`config.mk`:
```
export PLATFORM = sky130hd
export DESIGN_NAME = countdown_sec_min_hr
export DESIGN_NICKNAME = d
export VERILOG_FILES = /design/src/rtl/cnt_time_pkg.sv /design/src/rtl/tick_prescaler.sv /design/src/rtl/countdown_sec_min_hr.sv
export SDC_FILE = /design/constraint.sdc
export NUM_CORES = 1
export LEC_CHECK = 0
export CAP_MARGIN = 30
export CELL_PAD_IN_SITES_DETAIL_PLACEMENT = 1
export CELL_PAD_IN_SITES_GLOBAL_PLACEMENT = 1
export CORE_ASPECT_RATIO = 0.75
export CORE_MARGIN = 8
export CORE_UTILIZATION = 40
export CTS_BUF_LIST = sky130_fd_sc_hd__clkbuf_8
export CTS_CLUSTER_DIAMETER = 150
export DETAILED_ROUTE_END_ITERATION = 7
export PLACE_DENSITY_LB_ADDON = 0.1
export SKIP_LAST_GASP = 1
export SYNTH_ARGS = -nofsm -noshare
export SYNTH_HDL_FRONTEND = slang
export SYNTH_SLANG_ARGS = --single-unit
```
`constraint.sdc`:
```
create_clock -name clk -period 5.3 [get_ports clk]
set_input_delay 0.53 -clock clk [delete_from_list [all_inputs] [get_ports clk]]
set_output_delay 0.53 -clock clk [all_outputs]
set_load 0.02 [all_outputs]
```
`src/rtl/cnt_time_pkg.sv`:
```
// Shared types and helpers for the hh:mm:ss countdown timer.
// Holds the per-field time typedefs, the packed time payload, the FSM state
// enum, the field maxima, and the clamp and decrement helpers.
package cnt_time_pkg;

    localparam int unsigned SEC_W = 6;
    localparam int unsigned MIN_W = 6;
    localparam int unsigned HR_W  = 5;

    typedef logic [SEC_W-1:0] sec_t;
    typedef logic [MIN_W-1:0] min_t;
    typedef logic [HR_W-1:0]  hr_t;

    localparam sec_t MAX_SEC = SEC_W'(59);
    localparam min_t MAX_MIN = MIN_W'(59);
    localparam hr_t  MAX_HR  = HR_W'(23);

    typedef struct packed {
        hr_t  hr;
        min_t min;
        sec_t sec;
    } cd_time_t;

    typedef enum logic [1:0] {
        ST_IDLE   = 2'd0,
        ST_RUN    = 2'd1,
        ST_PAUSED = 2'd2,
        ST_DONE   = 2'd3
    } state_e;

    // Saturate an out-of-range preset to the field maximum.
    function automatic cd_time_t clamp_time(input sec_t s, input min_t m, input hr_t h);
        cd_time_t r;
        r.sec = (s > MAX_SEC) ? MAX_SEC : s;
        r.min = (m > MAX_MIN) ? MAX_MIN : m;
        r.hr  = (h > MAX_HR)  ? MAX_HR  : h;
        return r;
    endfunction

    // True when exactly one second remains, i.e. the next decrement reaches zero.
    function automatic logic is_one_sec(input cd_time_t t);
        return (t.hr == '0) && (t.min == '0) && (t.sec == SEC_W'(1));
    endfunction

    // Subtract one second with borrow; hours saturate at zero.
    function automatic cd_time_t dec_time(input cd_time_t t);
        cd_time_t r;
        r = t;
        if (t.sec != '0) begin
            r.sec = t.sec - SEC_W'(1);
        end else begin
            r.sec = MAX_SEC;
            if (t.min != '0) begin
                r.min = t.min - MIN_W'(1);
            end else begin
                r.min = MAX_MIN;
                if (t.hr != '0) begin
                    r.hr = t.hr - HR_W'(1);
                end
            end
        end
        return r;
    endfunction

endpackage

```
`src/rtl/tick_prescaler.sv`:
```
// One-second tick generator: counts enabled cycles 0..TICK_DIV-1.
// Ports: clk, rst (async active-low), clr (sync clear, wins over en),
//        en (count enable), tick (high on the enabled terminal-count cycle).
module tick_prescaler #(
    parameter int unsigned TICK_DIV = 1
) (
    input  logic clk,
    input  logic rst,
    input  logic clr,
    input  logic en,
    output logic tick
);

    localparam int unsigned CNT_W = (TICK_DIV > 1) ? $clog2(TICK_DIV) : 1;
    localparam logic [CNT_W-1:0] LAST = CNT_W'(TICK_DIV - 1);

    logic [CNT_W-1:0] cnt_q;
    logic [CNT_W-1:0] cnt_d;

    // Next count: clear, hold, or advance with wrap at terminal count.
    always_comb begin
        cnt_d = cnt_q;
        if (clr) begin
            cnt_d = '0;
        end else if (en) begin
            cnt_d = (cnt_q == LAST) ? '0 : cnt_q + CNT_W'(1);
        end
    end

    always_ff @(posedge clk or negedge rst) begin
        if (!rst) begin
            cnt_q <= '0;
        end else begin
            cnt_q <= cnt_d;
        end
    end

    // Internal strobe consumed by the owning FSM in the same cycle.
    assign tick = en && !clr && (cnt_q == LAST);

endmodule

```
`src/rtl/countdown_sec_min_hr.sv`:
```
// Hours/minutes/seconds countdown timer with load, start, pause and done pulse.
// Ports: clk, rst (async active-low), load + load_sec/load_min/load_hr (preset),
//        start, pause; outputs sec/min/hr (remaining time), running, done.
// Build option: define AUTO_RELOAD_EN to reload the last preset on expiry and
// keep running instead of passing through DONE.
module countdown_sec_min_hr
    import cnt_time_pkg::*;
#(
    parameter int unsigned TICK_DIV = 1
) (
    input  logic clk,
    input  logic rst,
    input  logic load,
    input  sec_t load_sec,
    input  min_t load_min,
    input  hr_t  load_hr,
    input  logic start,
    input  logic pause,
    output sec_t sec,
    output min_t min,
    output hr_t  hr,
    output logic running,
    output logic done
);

    state_e   state_q, state_d;
    cd_time_t time_q, time_d;
    logic     done_q, done_d;
    logic     running_q;
    logic     tick;
    logic     presc_en;
    logic     presc_clr;
    logic     go;
`ifdef AUTO_RELOAD_EN
    cd_time_t preset_q, preset_d;
`endif

    // Pause gates the prescaler in the same cycle so time and phase are frozen.
    assign presc_en  = (state_q == ST_RUN) && !pause;
    assign presc_clr = load || (state_q == ST_IDLE) || (state_q == ST_DONE);
    // A simultaneous pause overrides start.
    assign go        = start && !pause;

    tick_prescaler #(
        .TICK_DIV (TICK_DIV)
    ) u_presc (
        .clk  (clk),
        .rst  (rst),
        .clr  (presc_clr),
        .en   (presc_en),
        .tick (tick)
    );

    // Next-state, time and done-pulse logic; load overrides everything.
    always_comb begin
        state_d  = state_q;
        time_d   = time_q;
        done_d   = 1'b0;
`ifdef AUTO_RELOAD_EN
        preset_d = preset_q;
`endif
        if (load) begin
            time_d  = clamp_time(load_sec, load_min, load_hr);
            state_d = ST_IDLE;
`ifdef AUTO_RELOAD_EN
            preset_d = time_d;
`endif
        end else begin
            unique case (state_q)
                ST_IDLE: begin
                    if (go) begin
                        if (time_q == '0) begin
                            state_d = ST_DONE;
                            done_d  = 1'b1;
                        end else begin
                            state_d = ST_RUN;
                        end
                    end
                end
                ST_RUN: begin
                    if (pause) begin
                        state_d = ST_PAUSED;
                    end else if (tick) begin
                        if (is_one_sec(time_q)) begin
                            done_d = 1'b1;
`ifdef AUTO_RELOAD_EN
                            time_d  = preset_q;
                            state_d = (preset_q == '0) ? ST_IDLE : ST_RUN;
`else
                            time_d  = '0;
                            state_d = ST_DONE;
`endif
                        end else begin
                            time_d = dec_time(time_q);
                        end
                    end
                end
                ST_PAUSED: begin
                    if (go) begin
                        state_d = ST_RUN;
                    end
                end
                ST_DONE: begin
                    state_d = ST_IDLE;
                end
                default: begin
                    state_d = ST_IDLE;
                end
            endcase
        end
    end

    always_ff @(posedge clk or negedge rst) begin
        if (!rst) begin
            state_q   <= ST_IDLE;
            time_q    <= '0;
            done_q    <= 1'b0;
            running_q <= 1'b0;
`ifdef AUTO_RELOAD_EN
            preset_q  <= '0;
`endif
        end else begin
            state_q   <= state_d;
            time_q    <= time_d;
            done_q    <= done_d;
            running_q <= (state_d == ST_RUN);
`ifdef AUTO_RELOAD_EN
            preset_q  <= preset_d;
`endif
        end
    end

    assign sec     = time_q.sec;
    assign min     = time_q.min;
    assign hr      = time_q.hr;
    assign running = running_q;
    assign done    = done_q;

endmodule

```
==> results by group <==
Synth
  • Number of flops mapped to enable cells by yosys: 0
  • Syn_nets: 203
  • Main synth FF type: dfrtp_1
  • Yosys cell types: 61
  • Asr flop ratio synth: 100%
  • Syn avg cell area: 9.07 um^2
  • Mapped Area: 1580 um^2
  • Register area share after synthesis: 33.3%
  • Register bit total from synthesis: 21
  • Post-Syn Instances: 174
  • Yosys warning count: 0

Timing
  • Max Clock Skew: 3.83 ps
  • Max frequency: 0.363 GHz
  • Setup violators final: 0
  • RSZ-0062 raised after global routing: false
  • Tmin final: 2750 ps
  • Final period utilization: 51.9%
  • Hold Violations, Final: 0
  • Worst slew margin: 36.6%
  • Worst Tran Pin Value: 948 ps
  • Setup TNS: 0 ps
  • Fin. max-slew vios: 0

Hold path
  • Hold WC Path Type: flip-flop to flip-flop
  • Worst hold start: state_q[1]
  • Hold path depth: 1

Power
  • Clock network fraction of design power: 22.1%
  • Switching pwr: 172 uW
  • Peak supply drop: 124 uV
  • Lkg Pwr: 0.851 nW
  • Sequential power share: 42.8%
  • PwrDens: 233 nW/um^2
  • Power Internal: 311 uW
  • Comb pwr share: 35.1%
  • Sw Ratio: 35.7%

Routing
  • Remaining routing DRC violations: 0
  • WL per Instance: 18.3 um
  • Vias/cell: 5.68
  • First DRT Iteration DRCs: 65
  • ANT nets after route: 0
  • Final WL: 4.87 mm
  • Vias: 1511
  • Detailed Routing Iterations Pass 1: 4

Setup path
  • CP required: 5410 ps
  • R2R depth: 7
  • CP max stage cell: clkdlybuf4s50_1
  • Max FO, Critical Path: 26
  • Crit Path Category: input pin to flip-flop
  • Critical path cell sequence: clkdlybuf4s50_1 > nor2_1 > a211o_2 > a221oi_1 > a21oi_1
  • Critical Path AT: 2860 ps
  • RR Startpoint: hr[0]
  • Worst setup startpoint: load
  • Crit. End Element: flip-flop
  • Worst Setup Start Kind: input pin
  • CP peak stage delay: 1090 ps

Floorplan
  • Core Box Area: 3730 um^2
  • Die Span Y: 70.4 um
  • I/O Pins: 41
  • FP Rows: 19
  • Die area: 6230 um^2
  • Die width: 88.5 um
  • Initial core utilization: 42.3%

Clock network
  • Skew-Pair Late Insertion Delay: 270 ps
  • CTS max path bufs: 2
  • Number of CTS-inserted buffers: 3
  • H-tree lvl count: 1
  • CTS sink cnt: 21
  • Hold buffer count at CTS: 0
  • Postcts setup bufs: 0
  • Post-CTS Resized: 0
  • Worst-path clk slew: 80 ps
  • CTS root buf: clkbuf_8
  • CTS tree: done

Final layout
  • Number of fill cells in the layout: 457
  • Final Net Count: 244
  • Area growth, synth to finish: 31.2%
  • Fin util: 55.5%
  • ANT cells: 0
  • Most common cell after layout, fill and taps aside: clkdlybuf4s50_1
  • Fraction of layout cells with a size suffix above 1: 10.3%
  • Commonest non-fill, non-tap cells in the layout: clkdlybuf4s50_1, dfrtp_1, inv_1

Placed design
  • Post-DP HPWL: 3.90 mm
  • Port bufs: 40
  • Placer congestion estimate: 0.834

Status
  • Status: finished clean

Job
  • Max Cap Viol: 0

Global route
  • Vias in the first global route: 1610
  • First-pass GRT wire length: 8.18 mm
  • Pin count of the biggest net entering global routing: 27
  • Initial antenna violation count: 0
  • Total global routing overflow: 0
  • Aggregate global-route resource usage: 16.4%
routing by layer:
layer | share of wire, % | track usage, %
met3 | 4.0 | 3.86
met1 | 47 | 20.8
met5 | 0 | 0
met4 | 0.51 | 2.43
met2 | 48 | 27.6
registers in the layout (all words and copies together), names as in the netlist:
| name | flops |
|---|---|
| min | 6 |
| sec | 6 |
| running | 1 |
| hr | 5 |
| done | 1 |
| state_q | 2 |
Yosys cell counts (2+ instances only):
library cell / n / area, um^2
dfrtp_1: 21 / 526
inv_1: 15 / 56.3
nor2_1: 14 / 52.6
a21oi_1: 12 / 60.1
nand2_1: 11 / 41.3
ha_1: 7 / 87.6
nor3_1: 7 / 35.0
a31oi_1: 5 / 31.3
nor2b_1: 5 / 31.3
mux2i_1: 4 / 40.0
nand3_1: 4 / 20.0
a211oi_1: 3 / 22.5
clkbuf_1: 3 / 11.3
o31ai_1: 3 / 22.5
xnor2_1: 3 / 26.3
a21o_1: 2 / 15.0
a22o_1: 2 / 17.5
a41oi_1: 2 / 17.5
and3_1: 2 / 12.5
nand2b_1: 2 / 12.5
nor4_2: 2 / 25.0
o21ai_0: 2 / 10.0
o21ai_1: 2 / 10.0
o21ai_2: 2 / 17.5
o32a_1: 2 / 20.0
or2b_1: 2 / 15.0
power groups by stage:
stage | sequential, mW | clock (mW) | combinational [mW]
finish | 0.207 | 0.107 | 0.170
global route | 0.210 | 0.117 | 0.184
CTS | 0.206 | 0.113 | 0.171
detailed placement | 0.209 | 0 | 0.170
global placement | 0.207 | 0 | 0.166
floorplan | 0.223 | 0 | 0.0749
per-stage QoR:
step | hold WS [ps] | std cells | worst slack (ps) | total power [mW] | area (um^2)
final | 482 | 266 | 2550 | 0.483 | 2070
after global routing | 509 | 266 | 2310 | 0.511 | 2070
after CTS | 489 | 266 | 2540 | 0.489 | 2070
after detailed placement | 477 | 262 | 2250 | 0.379 | 2030
after global placement | 476 | 261 | 2330 | 0.373 | 2010
after floorplan | 234 | 174 | 3300 | 0.298 | 1580
cell type report:
cell class                      instances  area [um^2]  share of cell area, %
Inverter                               15         56.3                   2.72
Tap cell                               52         65.1                   3.14
Multi-Input combinational cell        133          963                   46.5
Sequential cell                        21          526                   25.4
Clock inverter                          1         3.75                  0.181
Clock buffer                            3         41.3                   1.99
Timing Repair Buffer                   41          415                   20.1
critical path, delay by kind of cell:
family / cells / cell delay [ps]
buffers and inverters: 1 / 1090
AOI/OAI and AO/OA: 3 / 790
and+or+nand+nor: 1 / 440
logic make-up (layout without fill, tap and decap cells):
| family | count (synthesis) | count (layout) | synth area share, % |
|---|---|---|---|
| fa+ha+maj | 7 | 7 | 5.55 |
| simple gates | 63 | 63 | 24.5 |
| compound gates | 55 | 55 | 26.1 |
| flops | 21 | 21 | 33.3 |
| buf+inv | 20 | 60 | 5.63 |
| mux | 5 | 5 | 3.25 |
| xor+xnor | 3 | 3 | 1.67 |
path summary, 6_finish.rpt:
path | endpoint | slack, ps
max | hr[1] | 2550
min | done | 480
max reg2reg | hr[1] | 3120
min reg2reg | done | 480
max in group asynchronous | state_q[0] | 4210
min in group asynchronous | min[0] | 620
(Power assumes the default switching activity.)
